<file path="src/rtl/jump_pipe_unit.sv">
// Pipelined JAL/JALR/AUIPC execution unit with elastic stages,
// ROB-ordered flush and a one-shot frontend redirect per jump.
module jump_pipe_unit #(
   parameter int XLEN       = 64,
   parameter int VADDR_BITS = 39,
   parameter int ROB_BITS   = 5,
   parameter int FTQ_BITS   = 3,
   parameter int STAGES     = 2
) (
   input  logic                  clock,
   input  logic                  reset,
   input  logic                  in_valid,
   output logic                  in_ready,
   input  logic [XLEN-1:0]       in_src0,
   input  logic [VADDR_BITS-1:0] in_src1,
   input  logic [VADDR_BITS-1:0] in_pc,
   input  logic                  in_is_rvc,
   input  logic                  in_pred_taken,
   input  logic [6:0]            in_func,
   input  logic [19:0]           in_imm,
   input  logic                  in_rob_flag,
   input  logic [ROB_BITS-1:0]   in_rob_value,
   input  logic                  in_ftq_flag,
   input  logic [FTQ_BITS-1:0]   in_ftq_value,
   input  logic [2:0]            in_ftq_offset,
   input  logic [5:0]            in_pdest,
   input  logic                  in_rf_wen,
   output logic                  out_valid,
   input  logic                  out_ready,
   output logic [XLEN-1:0]       out_data,
   output logic [5:0]            out_pdest,
   output logic                  out_rf_wen,
   output logic                  out_rob_flag,
   output logic [ROB_BITS-1:0]   out_rob_value,
   output logic                  redir_valid,
   output logic                  redir_rob_flag,
   output logic [ROB_BITS-1:0]   redir_rob_value,
   output logic                  redir_ftq_flag,
   output logic [FTQ_BITS-1:0]   redir_ftq_value,
   output logic [2:0]            redir_ftq_offset,
   output logic [VADDR_BITS-1:0] redir_target,
   output logic                  redir_mispred,
   input  logic                  flush_valid,
   input  logic                  flush_rob_flag,
   input  logic [ROB_BITS-1:0]   flush_rob_value,
   input  logic                  flush_level
);

   localparam int N = STAGES;

   typedef struct packed {
      logic [XLEN-1:0]       data;
      logic [VADDR_BITS-1:0] target;
      logic [VADDR_BITS-1:0] pred;
      logic                  taken;
      logic                  mispred;
      logic                  auipc;
      logic [5:0]            pdest;
      logic                  rf_wen;
      logic                  rob_flag;
      logic [ROB_BITS-1:0]   rob_value;
      logic                  ftq_flag;
      logic [FTQ_BITS-1:0]   ftq_value;
      logic [2:0]            ftq_offset;
   } pay_t;

   function automatic logic kill_f(
      input logic                ef,
      input logic [ROB_BITS-1:0] ev
   );
      logic after;
      logic same;
      after = (ef ^ flush_rob_flag) ^ (ev > flush_rob_value);
      same  = (ef == flush_rob_flag) && (ev == flush_rob_value);
      return flush_valid & (after | (flush_level & same));
   endfunction

   function automatic logic mis_f(
      input logic [VADDR_BITS-1:0] tgt,
      input logic [VADDR_BITS-1:0] pred,
      input logic                  taken
   );
      return (tgt != pred) | ~taken;
   endfunction

   logic            is_jalr;
   logic            is_auipc;
   logic [XLEN-1:0] pc_x;
   logic [XLEN-1:0] off;
   logic [XLEN-1:0] snpc;
   logic [XLEN-1:0] sum_pc;
   logic [XLEN-1:0] tgt_full;
   pay_t            in_pay;

   always_comb begin
      is_jalr  = (in_func[1:0] == 2'b01);
      is_auipc = (in_func[1:0] == 2'b10);
      pc_x = {{(XLEN-VADDR_BITS){in_pc[VADDR_BITS-1]}}, in_pc};
      unique case (1'b1)
         is_jalr:  off = {{(XLEN-12){in_imm[11]}}, in_imm[11:0]};
         is_auipc: off = {{(XLEN-32){in_imm[19]}}, in_imm, 12'b0};
         default:  off = {{(XLEN-21){in_imm[19]}}, in_imm, 1'b0};
      endcase
      snpc     = pc_x + (in_is_rvc ? XLEN'(2) : XLEN'(4));
      sum_pc   = pc_x + off;
      tgt_full = is_jalr ? ((in_src0 + off) & ~XLEN'(1)) : sum_pc;

      in_pay            = '0;
      in_pay.data       = is_auipc ? sum_pc : snpc;
      in_pay.target     = tgt_full[VADDR_BITS-1:0];
      in_pay.pred       = in_src1;
      in_pay.taken      = in_pred_taken;
      in_pay.auipc      = is_auipc;
      in_pay.pdest      = in_pdest;
      in_pay.rf_wen     = in_rf_wen;
      in_pay.rob_flag   = in_rob_flag;
      in_pay.rob_value  = in_rob_value;
      in_pay.ftq_flag   = in_ftq_flag;
      in_pay.ftq_value  = in_ftq_value;
      in_pay.ftq_offset = in_ftq_offset;
      // single-stage build has no S2, so resolve mispredict before S1
      if (N == 1) begin
         in_pay.mispred = mis_f(in_pay.target, in_src1, in_pred_taken);
      end
   end

   logic [N-1:0] vld_q;
   logic [N-1:0] vld_d;
   logic [N-1:0] live;
   logic [N-1:0] go;
   pay_t         pay_q [N];
   pay_t         pay_d [N];
   logic         kill_in;

   always_comb begin
      kill_in = kill_f(in_rob_flag, in_rob_value);
      for (int i = 0; i < N; i++) begin
         live[i] = vld_q[i] &
            ~kill_f(pay_q[i].rob_flag, pay_q[i].rob_value);
      end

      // a killed slot counts as empty so upstream can refill it
      go[N-1] = ~live[N-1] | out_ready;
      for (int i = N-2; i >= 0; i--) begin
         go[i] = ~live[i] | go[i+1];
      end

      for (int i = 0; i < N; i++) begin
         vld_d[i] = live[i];
         pay_d[i] = pay_q[i];
      end

      if (go[0]) begin
         vld_d[0] = in_valid & ~kill_in;
         if (in_valid & ~kill_in) begin
            pay_d[0] = in_pay;
         end
      end

      for (int i = 1; i < N; i++) begin
         if (go[i]) begin
            vld_d[i] = live[i-1];
            if (live[i-1]) begin
               pay_d[i] = pay_q[i-1];
               if (i == 1) begin
                  pay_d[i].mispred = mis_f(pay_q[0].target,
                     pay_q[0].pred, pay_q[0].taken);
               end
            end
         end
      end
   end

   always_ff @(posedge clock) begin
      if (reset) begin
         vld_q <= '0;
         for (int i = 0; i < N; i++) begin
            pay_q[i] <= '0;
         end
      end else begin
         vld_q <= vld_d;
         pay_q <= pay_d;
      end
   end

   assign in_ready         = go[0];
   assign out_valid        = live[N-1];
   assign out_data         = pay_q[N-1].data;
   assign out_pdest        = pay_q[N-1].pdest;
   assign out_rf_wen       = pay_q[N-1].rf_wen;
   assign out_rob_flag     = pay_q[N-1].rob_flag;
   assign out_rob_value    = pay_q[N-1].rob_value;
   assign redir_valid      = live[N-1] & out_ready & ~pay_q[N-1].auipc;
   assign redir_rob_flag   = pay_q[N-1].rob_flag;
   assign redir_rob_value  = pay_q[N-1].rob_value;
   assign redir_ftq_flag   = pay_q[N-1].ftq_flag;
   assign redir_ftq_value  = pay_q[N-1].ftq_value;
   assign redir_ftq_offset = pay_q[N-1].ftq_offset;
   assign redir_target     = pay_q[N-1].target;
   assign redir_mispred    = pay_q[N-1].mispred;

   logic unused_bits;
   assign unused_bits = ^{in_func[6:2], tgt_full};

endmodule

</file>
<file path="config.mk">
export PLATFORM = sky130hd
export DESIGN_NAME = jump_pipe_unit
export DESIGN_NICKNAME = d
export VERILOG_FILES = /design/src/rtl/jump_pipe_unit.sv
export SDC_FILE = /design/constraint.sdc
export NUM_CORES = 1
export LEC_CHECK = 0
export ABC_AREA = 1
export BUFFER_PORTS_ARGS = -buffer_cell sky130_fd_sc_hd__buf_4
export CAP_MARGIN = 5
export CORE_ASPECT_RATIO = 1.75
export CORE_MARGIN = 2
export CORE_UTILIZATION = 50
export DETAILED_ROUTE_END_ITERATION = 7
export MAX_ROUTING_LAYER = met4
export PLACE_DENSITY_LB_ADDON = 0.05
export REMOVE_ABC_BUFFERS = 1
export SLEW_MARGIN = 20
export SYNTH_ARGS = -nofsm -noshare
export SYNTH_HDL_FRONTEND = slang
export SYNTH_SLANG_ARGS = --single-unit
</file>
<file path="constraint.sdc">
create_clock -name clock -period 7 [get_ports clock]
set_clock_uncertainty 0.15 [all_clocks]
set_input_delay 0.35 -clock clock [delete_from_list [all_inputs] [get_ports clock]]
set_output_delay 0.35 -clock clock [all_outputs]
set_load 0.02 [all_outputs]
</file>
# Yosys cells after proc, flatten, opt, wreduce, memory -nomap -nowiden
# Cells that the tools add are included.
[word_totals] ff_bits=291 input_bits=203 output_inout_bits=133 word_cells=80
[op_classes] add_sub_neg=3 n_lt_le_gt_ge=3 eq_ne=9 n_mux=6 bitwise_logic=30 reduce_logical=5
[op_table] cell="one-hot mux 64 bit (2 select lines)" count=1
[op_table] cell="adder 64 bit" count=1
[op_table] cell="2-to-1 mux 64 bit" count=1
[op_table] cell="adder 39 x 4 -> 40 bit" count=1
[op_table] cell="adder 39 bit" count=1
[op_table] cell="2-to-1 mux 39 bit" count=1
[op_table] cell="inequality test 39 bit" count=1
[op_table] cell="equality test 5 bit" count=3
[op_table] cell="> comparator 5 bit" count=3
[op_table] cell="bitwise AND 1 bit" count=11
[op_table] cell="NOT 1 bit" count=7
[op_table] cell="OR 1 bit" count=6
[op_table] cell="bitwise XOR 1 bit" count=6
[op_table] cell="AND reduction 2 bit" count=2
[op_table] cell="equality test 1 bit" count=3
[op_table] cell="logical AND 1 bit" count=3
[op_table] cell="2-to-1 mux 3 bit" count=1
[op_table] cell="equality test 2 x 1 -> 1 bit, second input constant" count=1
[op_table] cell="equality test 2 bit, second input constant" count=1
[op_table] cell="2-to-1 mux 1 bit" count=2

# Longest topological paths before layout
# Gate-level depths: netlist of run 1.
[depth] depth_word=11 depth_mapped=25 mapped_depth_nobuf=22

# Least setup slack after synthesis of run 1
# OpenSTA, ideal clock, no wires.
[synth_timing] path_kind="in2reg" startpoint="in in_func[0]" endpoint="reg pay_q[308] (netlist name)" setup_ns=0.114 t_arrival_ns=3.320 required_time_ns=6.736 slack_ns=3.416 path_stages=23 path_buffers=2 path_cell_list="inv_1 ha_1 inv_1 clkbuf_1 nand2_1 o22ai_1 inv_1 fa_1 inv_1 nand3_1 nand2_2 nand2_1 nand2_1 nand2_1 nand3_2 nand2_1 nand2_1 nand2_1 nand2_1 nand2_1 nor2_2 buf_6 nor2_2"
[synth_via] elab_chain_cells=4 word_cells_on_any_way=5 classes_between="1 x add/sub; 2 x eq/ne; 2 x mux"
[synth_rtl] item="start, declared" line="19" text="input logic [6:0] in_func,"
[synth_rtl] item="equality test 2 bit / equality test 2 x 1 -> 1 bit (equally long branches)" line="97, 96"
[synth_rtl] item="one-hot mux 64 bit (2 select lines)" line="99" text="unique case (1'b1)"
[synth_rtl] item="adder 64 bit" line="105" text="sum_pc = pc_x + off;"
[synth_rtl] item="2-to-1 mux 64 bit (*)" line="109" text="in_pay.data = is_auipc ? sum_pc : snpc;"
[synth_rtl] item="end signal, assigned" line="182" text="pay_q <= pay_d;"
[synth_rtl] item="end, declared" line="131" text="pay_t pay_q [N];"
# Mark *: on every way between the ends. The rest lies on a longest branch, timed or not.
# A chain may end at the register's enable or synchronous reset.

# Worst setup path in the final report of run 1
[layout_timing] startpoint="in in_func[0]" endpoint="reg pay_q[306] (netlist name)"
# Same word-level chain as after synthesis.

==> summary.log, run 1 <==
[pwr] cell area power density 233 nW/um^2
[die] Die W 157 um
[sta] relative slew slack 22.3%
[yosys] Post-synth ARST share 0%
[yosys] Most used DFF post-synth sky130_fd_sc_hd__dfxtp_1
[clock_network] CTS sink cnt 291
[die] Core Area 40200 um^2
[clock_network] clock tree from TritonCTS built
[grt] vias in the first global route 21400
[sta] final critical-path required period 4670 ps
[sta] pin slew with the least headroom to its limit 1150 ps
[clock_network] clock transition at the register clock pins on the worst setup and hold paths after CTS 70 ps
[routing] sum of routed wire length over all layers 79300 um
[worst_setup_path] largest fanout on the critical path 21
[worst_hold_path] start point of the worst min-delay path flush_valid
[yosys] cell types occupying the most area after synthesis sky130_fd_sc_hd__dfxtp_1 29%, sky130_fd_sc_hd__nand2_1 15%, sky130_fd_sc_hd__nor2_1 12%
[sta] total setup violations reported at the end of the flow 0
[die] Initial Utilization 50.7%
[yosys] post-synth top area cell sky130_fd_sc_hd__dfxtp_1
[routing] number of antenna-violating nets in the routed design 0
[routing] first-pass detailed-route iteration total 6
[worst_hold_path] classification of the worst-slack hold path in2reg
[job] max_cap viols 0
[clock_network] cell at the root of the clock tree sky130_fd_sc_hd__clkbuf_16
[die] count of standard-cell rows 97
[worst_setup_path] WP data arrival 4920 ps
[yosys] Mapped Avg Cell Area 6.15 um^2
[placement] worst setup slack before clock tree synthesis 1870 ps
[cells_and_area] number of nets in the finished design 3779
[worst_setup_path] worst r2r src out_rob_value[3]$_SDFFE_PP0P_
[sta] worst-case setup margin in the final layout 2330 ps
[grt] global-route wire length before repair 119000 um
[cells_and_area] layout cells sized above 1 11.7%
[pwr] cell leakage power 11.7 nW
[cells_and_area] Layout Area Growth over Synthesis 14.5%
[sta] final hold viol count 0
[pwr] Design Power 0.00543 W
[pwr] proportion of power drawn by the clock network 27.4%
[placement] post-DP HPWL 62300 um
[die] Die Area 42500 um^2
[worst_setup_path] kind of start point of the critical path input port
[yosys] total of flip-flops plus latches after synthesis 291
[yosys] top cell type's share of synthesized area 28.6%
[run_status] outcome finished clean
[clock_network] setup bufs post-CTS 0
[yosys] number of warnings printed during yosys synthesis 0
[pwr] Reg power frac 35.6%
[worst_setup_path] Worst R2R Setup Slack 3450 ps
[routing] number of DRC violations after detailed routing 0
[grt] number of antenna violations at the first check in global routing 0
[die] Vert. Die Dim 271 um
[sta] post-route setup TNS 0 ps
[pwr] Switching Fraction 38.5%
[sta] RSZ-0062 raised after global routing no
[clock_network] Clock H-tree levels 1
[placement] RD Place Congestion 1.02
[clock_network] TritonCTS Buffers 25
[worst_setup_path] Critical Setup Path Class in2reg
[yosys] Post-synth EDFFs 0
[sta] period utilisation layout 66.7%
[yosys] number of distinct standard cells referenced by the synthesized netlist 46
[die] total I/O pin count 336
[worst_setup_path] startpoint of the worst setup timing path in_func[0]
[grt] overall routing resource usage 37.7%
[pwr] internal power contribution 0.00334 W
[pwr] worst-case vdd ir drop 0.000259 V
[routing] Iteration-0 DRC Markers 1803
[routing] Routed wire per std cell 19.7 um
[clock_network] clock insertion delay at the later pin of the skew report 530 ps
[pwr] combinational power share 37.1%
[clock_network] buffer levels on the longest clock path 3
[routing] Via-to-Cell Ratio 5.45
[cells_and_area] filler cell count in the final layout 3884
[yosys] area of the mapped netlist 20400 um^2
[worst_setup_path] critical path capture point type flop
[grt] GR Overflow Total 0
[yosys] post-synthesis cell count 3311
[sta] max frequency 214 MHz
[grt] pin count of the biggest net entering global routing 197
[sta] max-slew violation count 0
[placement] Port Buffer Count 305
[worst_setup_path] worst endpoint required time 7250 ps
[yosys] fraction of the yosys area taken by sequential cells 28.6%
[cells_and_area] Ant. Diodes 0
[routing] overall via count from detail_route 22000
[pwr] net switching component of the power 0.00209 W
flip-flops by register name, summed over array words and instances (netlist names):
register / flops
pay_q: 165
out_data: 64
redir_target: 39
out_pdest: 6
out_rob_value: 5
redir_ftq_offset: 3
redir_ftq_value: 3
vld_q: 2
out_rf_wen: 1
out_rob_flag: 1
redir_ftq_flag: 1
redir_mispred: 1
cell usage after synthesis, types with 7 or more instances:
library cell and count:
sky130_fd_sc_hd__o21ai_0 214, sky130_fd_sc_hd__nand3_1 154, sky130_fd_sc_hd__buf_2 20, sky130_fd_sc_hd__nand4_1 15
sky130_fd_sc_hd__nand2_2 7, sky130_fd_sc_hd__buf_6 18, sky130_fd_sc_hd__dfxtp_1 291, sky130_fd_sc_hd__clkbuf_1 58
sky130_fd_sc_hd__o21ai_1 98, sky130_fd_sc_hd__nor3_1 31, sky130_fd_sc_hd__nand2_1 828, sky130_fd_sc_hd__buf_4 142
sky130_fd_sc_hd__o22ai_1 26, sky130_fd_sc_hd__nor2_2 14, sky130_fd_sc_hd__inv_1 357, sky130_fd_sc_hd__nand3b_1 13
sky130_fd_sc_hd__ha_1 101, sky130_fd_sc_hd__xnor2_1 40, sky130_fd_sc_hd__a21oi_1 146, sky130_fd_sc_hd__nor2_1 641
sky130_fd_sc_hd__o21bai_1 10, sky130_fd_sc_hd__or2_2 12, sky130_fd_sc_hd__xor2_1 31
worst max-delay path: stages:
cell and delay, ps:
sky130_fd_sc_hd__buf_4 80, sky130_fd_sc_hd__inv_1 50, sky130_fd_sc_hd__ha_1 360, sky130_fd_sc_hd__inv_1 470
sky130_fd_sc_hd__o21ai_2 270, sky130_fd_sc_hd__nand2_1 380, sky130_fd_sc_hd__o21ai_0 530, sky130_fd_sc_hd__ha_1 580
sky130_fd_sc_hd__a21oi_1 130, sky130_fd_sc_hd__o21ai_0 260, sky130_fd_sc_hd__nand2_1 80, sky130_fd_sc_hd__nand2_1 100
sky130_fd_sc_hd__a21oi_1 110, sky130_fd_sc_hd__nand2_1 110, sky130_fd_sc_hd__nand2_1 90, sky130_fd_sc_hd__nand2_1 70
sky130_fd_sc_hd__nand2_1 190, sky130_fd_sc_hd__nor2_2 580, sky130_fd_sc_hd__nor2_1 110
cell usage in the layout, fill, tap and decap left out, types with 5 or more instances in the layout:
master	instances
sky130_fd_sc_hd__clkbuf_16	25
sky130_fd_sc_hd__nor3_1	31
sky130_fd_sc_hd__a21oi_1	146
sky130_fd_sc_hd__dfxtp_1	291
sky130_fd_sc_hd__ha_1	101
sky130_fd_sc_hd__o21ai_1	97
sky130_fd_sc_hd__o21ai_0	214
sky130_fd_sc_hd__nand3b_1	13
sky130_fd_sc_hd__nand3_1	154
sky130_fd_sc_hd__clkinvlp_4	5
sky130_fd_sc_hd__nor2_1	641
sky130_fd_sc_hd__o22ai_1	26
sky130_fd_sc_hd__nand4_1	15
sky130_fd_sc_hd__dlygate4sd3_1	61
sky130_fd_sc_hd__inv_1	356
sky130_fd_sc_hd__o21bai_1	10
sky130_fd_sc_hd__xor2_1	31
sky130_fd_sc_hd__or2_2	12
sky130_fd_sc_hd__nand2_1	828
sky130_fd_sc_hd__nand2_2	6
sky130_fd_sc_hd__xnor2_1	40
sky130_fd_sc_hd__nor2_2	14
sky130_fd_sc_hd__buf_4	313
layer usage:
metal  vias up  part of all wire [%]  track usage (%)
met4         0                   8.7             26.1
met3       265                   5.2             2.92
li1      10600                     -                -
met2       973                    52             68.8
met1     10100                    34             37.4
met5         -                     0                -
power groups by stage:
stage	Combinational, W	Clock [W]	Sequential (W)
6_report	0.00201	0.00148	0.00193
4_1_cts	0.00197	0.00150	0.00193
2_1_floorplan	0.00115	0	0.00202
5_1_grt	0.00221	0.00156	0.00195
3_5_place_dp	0.00193	0	0.00196
3_3_place_gp	0.00191	0	0.00195
final cells by class:
| cell class | instances | area, um^2 | area share [%] |
|---|---|---|---|
| clock buffer | 29 | 671 | 2.87 |
| clock inverter | 15 | 205 | 0.879 |
| inverter | 362 | 1370 | 5.86 |
| multi-input combinational | 2417 | 11600 | 49.7 |
| sequential | 291 | 5830 | 25.0 |
| tap | 544 | 681 | 2.92 |
| timing repair buffer | 375 | 2980 | 12.8 |
final timing paths:
path	endpoint	cells past startpoint
worst max-delay path	pay_q[306]$_SDFFE_PP0P_	19
worst max register to register	redir_target[0]$_SDFFE_PP0P_	14
worst min-delay path	vld_q[1]$_SDFF_PP0_	4
worst min register to register	out_data[44]$_SDFFE_PP0P_	2
cell families (layout without fill, tap and decap cells):
kind of cell | count (synthesis) | count (layout) | share of synthesized area (%)
and+or+nand+nor | 1734 | 1734 | 34.4
buffers and inverters | 603 | 781 | 14.5
AOI/OAI and AO/OA | 508 | 508 | 13.0
DFF | 291 | 291 | 28.6
adders and majority gates | 104 | 104 | 6.50
xor gates and xnor gates | 71 | 71 | 3.05
stage by stage:
step / instances / hold WS [ps] / util, % / instance area [um^2]
finish: 4033 / 27.4 / 58.1 / 23300
global route: 4033 / 38.4 / 58.1 / 23300
CTS: 4033 / 13.1 / 58.1 / 23300
detailed placement: 3928 / 286 / 54.4 / 21900
global placement: 3928 / 283 / 54.4 / 21900
floorplan: 3070 / 269 / - / 18800
repair_timing:
| item | 4_1_cts | 5_1_grt |
|---|---|---|
| endpoints found under the setup margin | 0 | 0 |
| resized for setup | 0 | 0 |
| hold buffers | 61 | 0 |
| hold endpoints to repair | 75 | 0 |
No activity file was read; power rests on OpenSTA's default activity.
==> run 2, diff against run 1 <==
==> constraint.sdc (replaced) <==
create_clock -name clock -period 4 [get_ports clock]
set_clock_uncertainty 0.15 [all_clocks]
set_input_delay 0.2 -clock clock [delete_from_list [all_inputs] [get_ports clock]]
set_output_delay 0.2 -clock clock [all_outputs]
set_load 0.02 [all_outputs]
==> summary.log, run 2 (synthesis results as in run 1) <==
[routing] first-pass detailed-route iteration total 6
[sta] relative slew slack 31.8%
[clock_network] CTS sink cnt 291
[worst_setup_path] Worst R2R Setup Slack 850 ps
[worst_setup_path] kind of start point of the critical path input port
[grt] number of antenna violations at the first check in global routing 0
[pwr] Design Power 0.00965 W
[cells_and_area] Post-Layout Cell Count 4141
[placement] placed standard-cell area 22600 um^2
[sta] period utilisation layout 92.2%
[pwr] combinational power share 38.8%
[grt] overall routing resource usage 39.2%
[clock_network] TritonCTS Buffers 25
[worst_hold_path] start point of the worst min-delay path in_pc[30]
[worst_setup_path] capture instance of the worst register-to-register path pay_q[306]$_SDFFE_PP0P_
[worst_hold_path] classification of the worst-slack hold path in2reg
[run_status] outcome finished clean
[routing] overall via count from detail_route 22200
[routing] Via-to-Cell Ratio 5.36
[cells_and_area] most common cell after layout, fill and taps aside sky130_fd_sc_hd__nand2_1
[clock_network] cell at the root of the clock tree sky130_fd_sc_hd__clkbuf_16
[clock_network] clock insertion delay at the later pin of the skew report 560 ps
[clock_network] clock tree from TritonCTS built
[worst_setup_path] number of cells on the worst reg-to-reg path 14
[pwr] cell area power density 399 nW/um^2
[worst_setup_path] Critical Setup Path Class in2reg
[cells_and_area] Layout Area Growth over Synthesis 18.8%
[routing] number of DRC violations after detailed routing 0
[placement] RD Place Congestion 1.06
[clock_network] setup bufs post-CTS 0
[grt] global-route wire length before repair 123000 um
[die] count of standard-cell rows 97
[pwr] net switching component of the power 0.00371 W
[sta] worst hold slack across all endpoints 21.1 ps
[worst_setup_path] cells along the critical path buf_4 > inv_1 > ha_1 > inv_1 > o21ai_2 > buf_4 > o22ai_1 > inv_1 > ha_1 > nand2_1 > nor2_1 > inv_1 > nor2_1 > nand4_1 > nand3_1 > buf_4 > nand2_1 > nand2_1 > nand2_1 > nand2_1 > nor2_1 > nor2_1 > nor2_1
[worst_hold_path] Hold Path Depth 6
[clock_network] clock transition at the register clock pins on the worst setup and hold paths after CTS 70 ps
[grt] pin count of the biggest net entering global routing 175
[worst_setup_path] WP data arrival 3970 ps
[routing] Routed wire per std cell 19.8 um
[sta] worst-case setup margin in the final layout 312 ps
[sta] final critical-path required period 3690 ps
[sta] max-slew violation count 0
[worst_setup_path] largest fanout on the critical path 6
[sta] max frequency 271 MHz
[pwr] worst-case vdd ir drop 0.000352 V
[grt] vias in the first global route 22100
[routing] Iteration-0 DRC Markers 1637
[worst_setup_path] cell at the slowest stage of the critical path sky130_fd_sc_hd__ha_1
[routing] sum of routed wire length over all layers 82200 um
[worst_setup_path] cell family with most CP delay simple AND/OR/NAND/NOR gates
[pwr] Reg power frac 35.0%
[die] total I/O pin count 336
[cells_and_area] Ant. Diodes 0
[cells_and_area] number of nets in the finished design 3889
[sta] pin slew with the least headroom to its limit 1020 ps
[clock_network] hold buffer count at cts 76
[cells_and_area] Biggest register pay_q
[die] Vert. Die Dim 271 um
[pwr] Switching Fraction 38.4%
[die] Die W 157 um
[sta] total setup violations reported at the end of the flow 0
[cells_and_area] max reg flops 165
[pwr] proportion of power drawn by the clock network 26.3%
[worst_setup_path] Max stage delay on crit path 380 ps
[job] max_cap viols 0
[cells_and_area] final design area excluding fillers 24200 um^2
[pwr] cell leakage power 12.2 nW
[die] Initial Utilization 50.7%
[cells_and_area] leading cell types in the layout, fill and taps excluded 828 x sky130_fd_sc_hd__nand2_1, 641 x sky130_fd_sc_hd__nor2_1, 403 x sky130_fd_sc_hd__buf_4, 356 x sky130_fd_sc_hd__inv_1, 291 x sky130_fd_sc_hd__dfxtp_1
[placement] post-DP HPWL 65400 um
[worst_setup_path] worst endpoint required time 4280 ps
[grt] GR Overflow Total 0
[worst_setup_path] worst r2r src out_rob_value[4]$_SDFFE_PP0P_
[clock_network] Clock H-tree levels 1
[placement] worst setup slack before clock tree synthesis -199 ps
[worst_hold_path] Endpoint, Worst Hold pay_q[296]$_SDFFE_PP0P_
[placement] placed cells 4023
[sta] final hold viol count 0
[clock_network] number of gates resized after cts 0
[pwr] internal power contribution 0.00595 W
[die] Core Area 40200 um^2
[placement] Port Buffer Count 305
[sta] RSZ-0062 raised after global routing no
[worst_setup_path] buffers plus inverters on the worst setup path 7
[cells_and_area] layout cells sized above 1 13.8%
[routing] number of antenna-violating nets in the routed design 0
[worst_setup_path] critical path capture point type flop
[clock_network] buffer levels on the longest clock path 3
[die] Die Area 42500 um^2
## run 2: per-layer routing
| metal | track usage [%] | vias to the layer above | wire [um] |
|---|---|---|---|
| met3 | 3.06 | 285 | 4180 |
| met2 | 70.5 | 916 | 42000 |
| met1 | 39.0 | 10100 | 28400 |
| met5 | - | - | 0 |
| met4 | 29.0 | 0 | 7560 |
| li1 | - | 10900 | - |
## run 2: power by group through the flow
stage	clock network (W)	logic, W	registers (W)
2_1_floorplan	0	0.00202	0.00353
3_3_place_gp	0	0.00354	0.00342
3_5_place_dp	0	0.00359	0.00343
4_1_cts	0.00255	0.00367	0.00337
5_1_grt	0.00266	0.00408	0.00340
6_report	0.00254	0.00374	0.00338
## run 2: area by class of cell
cell class | count | area (um^2)
well taps | 544 | 681
multi-input cells | 2417 | 11600
clock buffers | 35 | 733
clock inverters | 7 | 97.6
fillers | 3869 | 16000
flip-flops and latches | 291 | 5830
inverters | 362 | 1370
repair buffers | 485 | 3910
## run 2: worst register-to-register path, delay by kind of cell (launching register included)
| kind | cells | cell delay (ps) |
|---|---|---|
| simple gates | 12 | 2090 |
| fa+ha+maj | 1 | 370 |
| flops | 1 | 360 |
| buf+inv | 1 | 40 |
## run 2: worst max path at each step
stage,slack [ps],end,cells after the start,from
after floorplan,-410,pay_q[306]$_SDFFE_PP0P_,18,in_func[1]
after global placement,-180,pay_q[260]$_SDFFE_PP0P_,23,in_func[0]
after detailed placement,-200,pay_q[260]$_SDFFE_PP0P_,23,in_func[0]
after CTS,360,pay_q[260]$_SDFFE_PP0P_,23,in_func[0]
after global routing,160,pay_q[260]$_SDFFE_PP0P_,23,in_func[0]
final,310,pay_q[260]$_SDFFE_PP0P_,23,in_func[0]
## run 2: stage by stage
stage	TNS (ps)	utilization, %
2_1_floorplan	-11300	-
3_5_place_dp	-252	56.3
6_report	0	60.3
4_1_cts	0	60.3
5_1_grt	0	60.3
3_3_place_gp	-244	56.3
==> run 3, diff against run 2 <==
--- a/config.mk
+++ b/config.mk
@@ -8,7 +8,7 @@
 export ABC_AREA = 1
 export BUFFER_PORTS_ARGS = -buffer_cell sky130_fd_sc_hd__buf_4
 export CAP_MARGIN = 5
-export CORE_ASPECT_RATIO = 1.75
+export CORE_ASPECT_RATIO = 1.5
 export CORE_MARGIN = 2
 export CORE_UTILIZATION = 50
 export DETAILED_ROUTE_END_ITERATION = 7
==> summary.log, run 3 (synthesis results as in run 1) <==
[grt] number of antenna violations at the first check in global routing 2
[pwr] Design Power 0.00999 W
[cells_and_area] Post-Layout Cell Count 4153
[clock_network] TritonCTS Buffers 27
[worst_setup_path] cell at the slowest stage of the critical path sky130_fd_sc_hd__nor2_2
[worst_setup_path] critical path capture point type flop
[routing] first-pass detailed-route iteration total 8
[grt] GR Overflow Total 0
[routing] number of antenna-violating nets in the routed design 0
[die] total I/O pin count 336
[cells_and_area] number of nets in the finished design 3932
[run_status] outcome finished clean
[worst_setup_path] cells along the critical path buf_4 > inv_1 > ha_1 > inv_1 > o21ai_2 > nand2_1 > o21ai_0 > buf_4 > ha_1 > nand2_1 > nor2_1 > nand2_1 > nor2_1 > nand2_1 > nand3_2 > nand2_1 > nand2_1 > nand2_1 > nand2_1 > nand2_1 > nor2_2 > nor2_1
[routing] Via-to-Cell Ratio 5.48
[placement] RD Place Congestion 1.06
[grt] met2 Resource Use GR 70.7%
[cells_and_area] max reg flops 165
[worst_setup_path] most used cell along the critical path sky130_fd_sc_hd__nand2_1
[worst_setup_path] cell family with most CP delay simple AND/OR/NAND/NOR gates
[routing] Routed wire per std cell 20.2 um
[placement] Port Buffer Count 305
[job] max_cap viols 0
[grt] most congested layer reported by global routing met2
[pwr] cell area power density 406 nW/um^2
[worst_setup_path] Critical Setup Path Class in2reg
[clock_network] cell at the root of the clock tree sky130_fd_sc_hd__clkbuf_16
[pwr] cell leakage power 12.4 nW
[die] Vert. Die Dim 251 um
[placement] placed cells 4027
[cells_and_area] Layout Area Growth over Synthesis 20.6%
[sta] total setup violations reported at the end of the flow 0
[grt] met1 Resource Use GR 41.0%
[grt] GR met3 Demand/Resource 4.14%
[placement] worst setup slack before clock tree synthesis -99.0 ps
[sta] period utilisation layout 89.9%
[sta] relative slew slack 39.4%
[worst_setup_path] worst endpoint required time 4270 ps
[sta] max frequency 278 MHz
[clock_network] CTS sink cnt 291
[cells_and_area] most common cell after layout, fill and taps aside sky130_fd_sc_hd__nand2_1
[worst_setup_path] largest fanout on the critical path 11
[routing] sum of routed wire length over all layers 84000 um
[routing] overall via count from detail_route 22800
[grt] vias in the first global route 22800
[cells_and_area] Biggest register pay_q
[clock_network] clock insertion delay at the later pin of the skew report 550 ps
[cells_and_area] final design area excluding fillers 24600 um^2
[clock_network] clock transition at the register clock pins on the worst setup and hold paths after CTS 70 ps
[routing] number of DRC violations after detailed routing 0
[cells_and_area] leading cell types in the layout, fill and taps excluded 828 x sky130_fd_sc_hd__nand2_1, 641 x sky130_fd_sc_hd__nor2_1, 445 x sky130_fd_sc_hd__buf_4, 356 x sky130_fd_sc_hd__inv_1, 291 x sky130_fd_sc_hd__dfxtp_1
[sta] RSZ-0062 raised after global routing no
[clock_network] clock tree from TritonCTS built
[sta] final critical-path required period 3600 ps
[die] Die Area 42400 um^2
[worst_setup_path] buffers plus inverters on the worst setup path 4
[sta] max-slew violation count 0
[worst_hold_path] classification of the worst-slack hold path in2reg
[worst_setup_path] WP data arrival 3870 ps
[die] Core Area 40200 um^2
[worst_setup_path] kind of start point of the critical path input port
[worst_setup_path] Max stage delay on crit path 630 ps
[clock_network] setup bufs post-CTS 0
[routing] Iteration-0 DRC Markers 2182
[sta] post-route setup TNS 0 ps
[clock_network] buffer levels on the longest clock path 3
[grt] global-route wire length before repair 125000 um
[clock_network] Clock H-tree levels 1
[placement] placed standard-cell area 22900 um^2
[pwr] worst-case vdd ir drop 0.000230 V
[die] Die W 169 um
[placement] post-DP HPWL 64800 um
[die] count of standard-cell rows 90
[grt] pin count of the biggest net entering global routing 114
[sta] worst-case setup margin in the final layout 403 ps
[die] Initial Utilization 50.7%
[sta] pin slew with the least headroom to its limit 902 ps
[grt] overall routing resource usage 39.7%
[clock_network] number of gates resized after cts 0
[cells_and_area] layout cells sized above 1 15.0%
[sta] final hold viol count 0
run 3: layout make-up:
cell class                 count  area [um^2]
inverter                     362         1370
tap                          506          633
antenna                        2         5.00
fill                        3667        15600
sequential                   291         5830
clock inverter                11          155
multi-input combinational   2417        11600
timing repair buffer         526         4210
clock buffer                  38          787
run 3: path summary, 6_finish.rpt:
| path | from | end | slack, ps | cells past startpoint |
|---|---|---|---|---|
| worst min register to register | pay_q[326]$_SDFFE_PP0P_ | out_data[60]$_SDFFE_PP0P_ | 300 | 2 |
| worst max register to register | out_rob_value[4]$_SDFFE_PP0P_ | pay_q[169]$_SDFFE_PP0P_ | 800 | 14 |
| worst min-delay path | in_pc[1] | pay_q[267]$_SDFFE_PP0P_ | 10 | 6 |
| worst max-delay path | in_func[0] | pay_q[306]$_SDFFE_PP0P_ | 400 | 22 |
run 3: worst register-to-register path, delay by kind of cell, from the launching register on:
kind | cells | cell delay, ps
adder cells (fa/ha/maj) | 1 | 340
buffers and inverters | 2 | 610
flip-flops | 1 | 360
AND/OR/NAND/NOR | 11 | 1660
run 3: stage by stage:
stage / util, % / hold slack [ps]
2_1_floorplan: - / 119
3_3_place_gp: 56.9 / 275
3_5_place_dp: 56.9 / 282
4_1_cts: 61.1 / 4.59
5_1_grt: 61.2 / 54.9
6_report: 61.2 / 11.7
run 3: where the power goes:
group / total [W] / switching, W / internal [W]
registers: 0.00339 / 0.000198 / 0.00319
clock network: 0.00274 / 0.00116 / 0.00157
logic: 0.00386 / 0.00244 / 0.00142
total: 0.00999 / 0.00380 / 0.00619
run 3: timing repair:
item / 4_1_cts / 5_1_grt
hold buffers: 75 / 0
endpoints found under the setup margin: 0 / 0
endpoints found under the hold margin: 86 / 0
run 3: per-layer routing:
layer | share of wire [%] | vias up
met5 | 0 | -
met4 | 8.0 | 0
met3 | 5.1 | 312
met2 | 50 | 1026
met1 | 37 | 10500
li1 | - | 11000
